--- src/rtl/ttio_tq.sv ---
// ttio_tq -- time-triggered output queue.
//
// ICB slave that accepts timestamped output words, holds them in a small FIFO
// and presents each word on a parallel port once mtime reaches its timestamp.
//
// Register map (word offset addr[3:2]):
//   0 TS     : write stages a 32-bit timestamp (reads as 0)
//   1 DATA   : write pushes {ts_stage, wdata[OUT_W-1:0]} (reads as 0)
//   2 STATUS : read-only, [4:0] count, [8] empty, [9] full, [10] late_sticky
//   3 CTRL   : [0] en, [3] irq_en (r/w); [1] flush, [2] late_clr (write-1 pulses)
//
// Ports:
//   clk, rst            core clock, synchronous active-high reset
//   icb_cmd_*           ICB command channel (single outstanding transaction)
//   icb_rsp_*           ICB response channel
//   mtime               free-running time base, low 32 bits
//   tq_o_dat            last fired word, held until the next fire
//   tq_o_strobe         one-cycle pulse per fire
//   tq_o_irq            level interrupt: late_sticky & irq_en
module ttio_tq #(
  parameter int DEPTH  = 4,
  parameter int OUT_W  = 8,
  parameter int ADDR_W = 32,
  parameter int XLEN   = 32
) (
  input  logic                clk,
  input  logic                rst,
  input  logic                icb_cmd_valid,
  output logic                icb_cmd_ready,
  input  logic [ADDR_W-1:0]   icb_cmd_addr,
  input  logic                icb_cmd_read,
  input  logic [XLEN-1:0]     icb_cmd_wdata,
  input  logic [XLEN/8-1:0]   icb_cmd_wmask,
  output logic                icb_rsp_valid,
  input  logic                icb_rsp_ready,
  output logic                icb_rsp_err,
  output logic [XLEN-1:0]     icb_rsp_rdata,
  input  logic [31:0]         mtime,
  output logic [OUT_W-1:0]    tq_o_dat,
  output logic                tq_o_strobe,
  output logic                tq_o_irq
);

  localparam int PTR_W = $clog2(DEPTH);

  localparam logic [1:0] REG_TS     = 2'd0;
  localparam logic [1:0] REG_DATA   = 2'd1;
  localparam logic [1:0] REG_STATUS = 2'd2;
  localparam logic [1:0] REG_CTRL   = 2'd3;

  // Register word packing.
  function automatic logic [31:0] pack_status(input logic [4:0] c, input logic e,
                                              input logic f, input logic l);
    return {21'd0, l, f, e, 3'd0, c};
  endfunction

  function automatic logic [31:0] pack_ctrl(input logic en_b, input logic irq_en_b);
    return {28'd0, irq_en_b, 2'b00, en_b};
  endfunction

  // Control state
  logic                 en;
  logic                 irq_en;
  logic                 late_sticky;
  logic [31:0]          ts_stage;
  logic [PTR_W-1:0]     rd_ptr;
  logic [PTR_W-1:0]     wr_ptr;
  logic [4:0]           cnt;

  // FIFO storage (data only, never reset)
  logic [31:0]          ts_mem  [DEPTH];
  logic [OUT_W-1:0]     dat_mem [DEPTH];

  // Response and output stage registers
  logic                 rsp_vld_p1;
  logic                 rsp_err_p1;
  logic [XLEN-1:0]      rsp_rdata_p1;
  logic                 out_vld_p1;
  logic [OUT_W-1:0]     out_dat_p1;

  // Command decode
  logic                 accept_p0;
  logic [1:0]           reg_idx_p0;
  logic                 mask_ok_p0;
  logic                 wr_ok_p0;
  logic                 push_p0;
  logic                 ts_wr_p0;
  logic                 ctrl_wr_p0;
  logic                 flush_p0;
  logic                 late_clr_p0;
  logic                 cmd_err_p0;
  logic [XLEN-1:0]      rd_word_p0;

  // Fire evaluation
  logic                 empty;
  logic                 full;
  logic [31:0]          head_ts_p0;
  logic signed [31:0]   time_diff_p0;
  logic                 fire_p0;
  logic                 late_hit_p0;

  logic                 unused_addr;
  assign unused_addr = ^{icb_cmd_addr[ADDR_W-1:4], icb_cmd_addr[1:0]};

  assign empty = (cnt == 5'd0);
  assign full  = (cnt == 5'(DEPTH));

  // ---- Stage p0: command decode and fire evaluation ----
  assign icb_cmd_ready = !rsp_vld_p1;
  assign accept_p0     = icb_cmd_valid & icb_cmd_ready;
  assign reg_idx_p0    = icb_cmd_addr[3:2];
  assign mask_ok_p0    = &icb_cmd_wmask;
  assign wr_ok_p0      = accept_p0 & !icb_cmd_read & mask_ok_p0;

  assign ts_wr_p0      = wr_ok_p0 & (reg_idx_p0 == REG_TS);
  assign push_p0       = wr_ok_p0 & (reg_idx_p0 == REG_DATA) & !full;
  assign ctrl_wr_p0    = wr_ok_p0 & (reg_idx_p0 == REG_CTRL);
  assign flush_p0      = ctrl_wr_p0 & icb_cmd_wdata[1];
  assign late_clr_p0   = ctrl_wr_p0 & icb_cmd_wdata[2];

  always_comb begin
    cmd_err_p0 = 1'b0;
    if (!icb_cmd_read) begin
      if (!mask_ok_p0)
        cmd_err_p0 = 1'b1;
      else if (reg_idx_p0 == REG_STATUS)
        cmd_err_p0 = 1'b1;
      else if ((reg_idx_p0 == REG_DATA) && full)
        cmd_err_p0 = 1'b1;
    end
  end

  // STATUS reflects the state registered before this accept edge.
  always_comb begin
    rd_word_p0 = '0;
    if (icb_cmd_read) begin
      case (reg_idx_p0)
        REG_STATUS: rd_word_p0 = XLEN'(pack_status(cnt, empty, full, late_sticky));
        REG_CTRL:   rd_word_p0 = XLEN'(pack_ctrl(en, irq_en));
        default:    rd_word_p0 = '0;
      endcase
    end
  end

  // Wrap-safe comparison: the head is due when mtime - head_ts is
  // non-negative as a signed 32-bit value, so anything up to 2^31-1 ticks
  // ahead counts as future even across the mtime wrap. A flush in the same
  // cycle suppresses the fire.
  assign head_ts_p0   = ts_mem[rd_ptr];
  assign time_diff_p0 = signed'(mtime - head_ts_p0);
  assign fire_p0      = en & !empty & (time_diff_p0 >= 32'sd0) & !flush_p0;
  assign late_hit_p0  = fire_p0 & (mtime != head_ts_p0);

  // ---- Stage p1: registered control, FIFO pointers, response and output ----
  always_ff @(posedge clk) begin
    if (rst) begin
      en           <= 1'b0;
      irq_en       <= 1'b0;
      late_sticky  <= 1'b0;
      ts_stage     <= '0;
      rd_ptr       <= '0;
      wr_ptr       <= '0;
      cnt          <= '0;
      rsp_vld_p1   <= 1'b0;
      rsp_err_p1   <= 1'b0;
      rsp_rdata_p1 <= '0;
      out_vld_p1   <= 1'b0;
      out_dat_p1   <= '0;
    end else begin
      if (ts_wr_p0)
        ts_stage <= icb_cmd_wdata[31:0];

      if (ctrl_wr_p0) begin
        en     <= icb_cmd_wdata[0];
        irq_en <= icb_cmd_wdata[3];
      end

      // A late fire in the same cycle as late_clr keeps the flag set.
      if (late_hit_p0)
        late_sticky <= 1'b1;
      else if (late_clr_p0)
        late_sticky <= 1'b0;

      if (flush_p0) begin
        rd_ptr <= '0;
        wr_ptr <= '0;
        cnt    <= '0;
      end else begin
        if (push_p0)
          wr_ptr <= wr_ptr + PTR_W'(1);
        if (fire_p0)
          rd_ptr <= rd_ptr + PTR_W'(1);
        case ({push_p0, fire_p0})
          2'b10:   cnt <= cnt + 5'd1;
          2'b01:   cnt <= cnt - 5'd1;
          default: cnt <= cnt;
        endcase
      end

      // Response is held stable until the requester takes it.
      if (accept_p0) begin
        rsp_vld_p1   <= 1'b1;
        rsp_err_p1   <= cmd_err_p0;
        rsp_rdata_p1 <= rd_word_p0;
      end else if (icb_rsp_ready) begin
        rsp_vld_p1   <= 1'b0;
      end

      out_vld_p1 <= fire_p0;
      if (fire_p0)
        out_dat_p1 <= dat_mem[rd_ptr];
    end
  end

  always_ff @(posedge clk) begin
    if (push_p0) begin
      ts_mem[wr_ptr]  <= ts_stage;
      dat_mem[wr_ptr] <= icb_cmd_wdata[OUT_W-1:0];
    end
  end

  assign icb_rsp_valid = rsp_vld_p1;
  assign icb_rsp_err   = rsp_err_p1;
  assign icb_rsp_rdata = rsp_rdata_p1;
  assign tq_o_dat      = out_dat_p1;
  assign tq_o_strobe   = out_vld_p1;
  assign tq_o_irq      = late_sticky & irq_en;

endmodule

--- config.mk ---
export PLATFORM = sky130hd
export DESIGN_NAME = ttio_tq
export DESIGN_NICKNAME = d
export VERILOG_FILES = /design/src/rtl/ttio_tq.sv
export SDC_FILE = /design/constraint.sdc
export NUM_CORES = 1
export LEC_CHECK = 0
export CORE_UTILIZATION = 40
export DETAILED_ROUTE_END_ITERATION = 7
export GPL_TIMING_DRIVEN = 0
export HOLD_SLACK_MARGIN = 0.05
export SLEW_MARGIN = 20
export SYNTH_ARGS = -nofsm -noshare
export SYNTH_HDL_FRONTEND = slang
export SYNTH_SLANG_ARGS = --single-unit
--- constraint.sdc ---
create_clock -name clk -period 5.4 [get_ports clk]
set_clock_uncertainty 0.1 [all_clocks]
set_input_delay 1.08 -clock clk [delete_from_list [all_inputs] [get_ports clk]]
set_output_delay 1.08 -clock clk [all_outputs]
set_load 0.005 [all_outputs]
==> run summary, run 1 <==
Clock buffers created by TritonCTS -> 23
Tmin final -> 5.12 ns
Sinks on Clock Net -> 225
Maximum cell stage delay along the critical path -> 0.53 ns
Gate count after technology mapping -> 662
Crit-path most repeated cell -> a21oi_1
Placement Rows -> 55
Setup slack on the worst flop-to-flop path -> 0.28 ns
Total Nets Final -> 949
Total routing usage reported by global routing -> 0.166
CP startpoint kind -> flip-flop
Sw Ratio -> 0.195
Sequential fraction of the synthesis area -> 0.646
Synth Warn # -> 0
Number of vias after detailed routing -> 5,634
Horizontal extent of the die -> 156 µm
Most frequent cells in the layout -> 160 x edfxtp_1, 94 x clkdlybuf4s50_1, 76 x nand2_1
Fin util -> 0.508
Inserted Diodes -> 0
Overall routed net length -> 19,600 µm
Io pins -> 150
Type of the worst setup path -> reg2reg
Critical path arrival -> 5.45 ns
Filler instances -> 1,942
Ratio of routed vias to standard cells -> 4.98
Power density normalized to cell area -> 302 nW/µm²
Unrepaired setup endpoints after global routing -> false
Drt drc -> 0
Number of iterations in the first detailed-routing pass -> 5
Count of input and output buffers -> 94
Worst hold-check path type -> reg2reg
Worst-margin pin slew -> 0.925 ns
Clk slew on worst S/H paths -> 0.06 ns
First-pass GRT wire length -> 30,700 µm
TritonCTS clock tree -> yes
Count of maximum capacitance violations -> 0
Synthesized area per cell -> 14.3 µm²
Period utilisation layout -> 0.948
DR WL/cell -> 17.3 µm
Post-synth ARST share -> 0
Slowest-stage cell, CP -> o41a_4
Via count of the first global-routing pass -> 5,825
Internal portion of total power -> 0.00283 W
Netlist cell types -> 48
Maximum number of pins on one net before global-route repair -> 41
Synth top area share -> 0.508
Final worst hold slack -> 0.372 ns
Critical path fanouts, max -> 10
Gr ovfl total -> 0
Leading register cell type out of synthesis -> edfxtp_1
Critical path cell sequence -> buf_2, clkbuf_4, mux4_2, inv_1, ha_1, a21oi_1, a21oi_1, o31a_1, o41a_4, o21ai_1, buf_4, nand2_1, ha_1, fa_1, a21o_1, a21oi_1, xor2_1, or3_1, a21oi_1
Count of buffers added by post-CTS timing repair for setup -> 0
Die Height -> 156 µm
Outcome -> complete, no violations
Number of antenna violations at the first check in global routing -> 0
Overall Power -> 0.00351 W
Logic pwr share -> 0.036
Commonest non-fill, non-tap cell in the layout -> edfxtp_1
RD Place Congestion -> 0.807
CTS root buf -> clkbuf_16
Placement-stage cell area -> 10,900 µm²
Max Transition Viols Final -> 0
Seq cells post-synth -> 225
Final std cell area, no fill -> 11,600 µm²
Cell type with the highest aggregate area in the netlist -> edfxtp_1
Main area contributors after synthesis -> edfxtp_1 51%, dfxtp_1 14%, mux4_2 9.5%
Layout overhead on the synthesized area -> 23.2%
Clock tree buffer depth -> 3
Clk_lat worst skew -> 0.50 ns
Effective utilization at floorplan -> 0.413
H-Tree Level Count -> 1
Sequential power share -> 0.522
Maximum frequency from static timing analysis -> 195 MHz
Core region area -> 22,900 µm²
Type of destination of the critical path -> flip-flop
Standby leakage power -> 3.90 nW
Antenna Nets Post-Route -> 0
Clock power frac -> 0.442
Ratio of cells with drive above 1 in the final layout -> 0.168
Violation count after the first detailed-route iteration -> 385
Final-report setup violation count -> 0
Count of final hold-check violations -> 0
Required time of the worst setup path -> 5.73 ns
Worst max-slew margin expressed relative to the limit -> 0.378
Count of flip-flops with a built-in enable after synthesis -> 160
Die Footprint -> 24,300 µm²
Cell area after technology mapping -> 9450 µm²
HPWL Detailed -> 13,100 µm
Worst vdd rail ir drop -> 0.199 mV
Number of hold buffers added after CTS -> 0
Sw Pwr -> 0.000687 W
worst max-delay path: cells and delay by family (launching register included):
family	cells	cell delay [ns]
AOI/OAI and AO/OA	8	1.77
xor gates and xnor gates	1	0.11
DFF	1	0.30
muxes	1	0.52
adders and majority gates	3	0.96
and+or+nand+nor	2	0.43
buffers and inverters	4	0.83
final timing paths:
check               from          end  cells after the start
max            flip-flop       cnt[4]                     19
min          tq_o_dat[6]  tq_o_dat[6]                      2
max reg2reg    flip-flop       cnt[4]                     19
min reg2reg  tq_o_dat[6]  tq_o_dat[6]                      2
power by group through the flow:
stage	clock network [W]	logic [W]	registers [W]
after floorplan	0	0.0000468	0.00187
after global routing	0.00165	0.000138	0.00183
after global placement	0	0.000124	0.00187
final	0.00155	0.000127	0.00183
after CTS	0.00159	0.000127	0.00183
after detailed placement	0	0.000126	0.00187
synthesized netlist by cell type, drive strengths merged, types with 4 or more instances:
| master | instances |
|---|---|
| edfxtp | 160 |
| nand2 | 76 |
| dfxtp | 65 |
| a21oi | 63 |
| mux4 | 40 |
| ha | 39 |
| inv | 39 |
| buf | 34 |
| nor2 | 25 |
| clkbuf | 19 |
| o21ai | 18 |
| nand3 | 12 |
| nand4 | 9 |
| a22oi | 6 |
| a21o | 5 |
| and2 | 5 |
| mux2i | 5 |
| nor3 | 5 |
| xor2 | 5 |
| a221oi | 4 |
| or3 | 4 |
what timing repair did:
action / 4_1_cts / 5_1_grt
setup endpoints to repair: 2 / 2
gates cloned: 0 / 0
resized for setup: 7 / 14
kinds of logic after synthesis:
| group | share of synthesized area |
|---|---|
| other | 0.000397 |
| AO/OA/AOI/OAI | 0.0692 |
| XOR/XNOR | 0.00556 |
| flip-flops | 0.646 |
| multiplexers | 0.101 |
| buffers and inverters | 0.0475 |
| AND/OR/NAND/NOR | 0.0770 |
| adder cells (fa/ha/maj) | 0.0537 |
per-layer routing:
| layer | global-route usage | part of all wire | vias up |
|---|---|---|---|
| met5 | 0 | 0 | - |
| met4 | 0.0462 | 0.014 | 0 |
| met3 | 0.0275 | 0.056 | 22 |
| met2 | 0.297 | 0.51 | 166 |
| met1 | 0.208 | 0.42 | 2750 |
| li1 | - | - | 2696 |
state kept, by name (all words and copies together) (netlist names), named ones only:
signal / count
ts_mem: 128
dat_mem: 32
ts_stage: 32
icb_rsp_rdata: 8
tq_o_dat: 8
cnt: 5
rd_ptr: 2
wr_ptr: 2
en: 1
icb_rsp_err: 1
icb_rsp_valid: 1
irq_en: 1
late_sticky: 1
tq_o_strobe: 1
through the flow:
stage	setup TNS [ns]	setup slack [ns]	instances
after global routing	0	0.00140	1132
after detailed placement	-0.412	-0.269	1092
after CTS	0	0.0117	1132
after global placement	-0.176	-0.176	1092
after floorplan	0	0.491	685
final	0	0.278	1132
cell type report:
type	instances	area [µm²]	area share
sequential	225	6110	0.524
multi-input combinational	368	3000	0.258
timing repair buffer	94	941	0.0808
clock buffer	25	583	0.0501
tap	313	392	0.0336
buffer	53	317	0.0272
clock inverter	15	155	0.0133
inverter	39	146	0.0126
(Power assumes the default switching activity.)
==> inputs of run 2 (changes only) <==
--- a/config.mk
+++ b/config.mk
@@ -7,6 +7,7 @@
 export LEC_CHECK = 0
 export CORE_UTILIZATION = 40
 export DETAILED_ROUTE_END_ITERATION = 7
+export GPL_ROUTABILITY_DRIVEN = 0
 export GPL_TIMING_DRIVEN = 0
 export HOLD_SLACK_MARGIN = 0.05
 export SLEW_MARGIN = 20
==> constraint.sdc (replaced) <==
create_clock -name clk -period 5.4 [get_ports clk]
set_clock_uncertainty 0.1 [all_clocks]
set_input_delay 1.35 -clock clk [delete_from_list [all_inputs] [get_ports clk]]
set_output_delay 1.35 -clock clk [all_outputs]
set_load 0.005 [all_outputs]
==> results of run 2 <==
Final layout, timing and power as in run 1 (identical DEF).
Main changes from that run: setup slack after placement -0.269 ns -> -0.294 ns
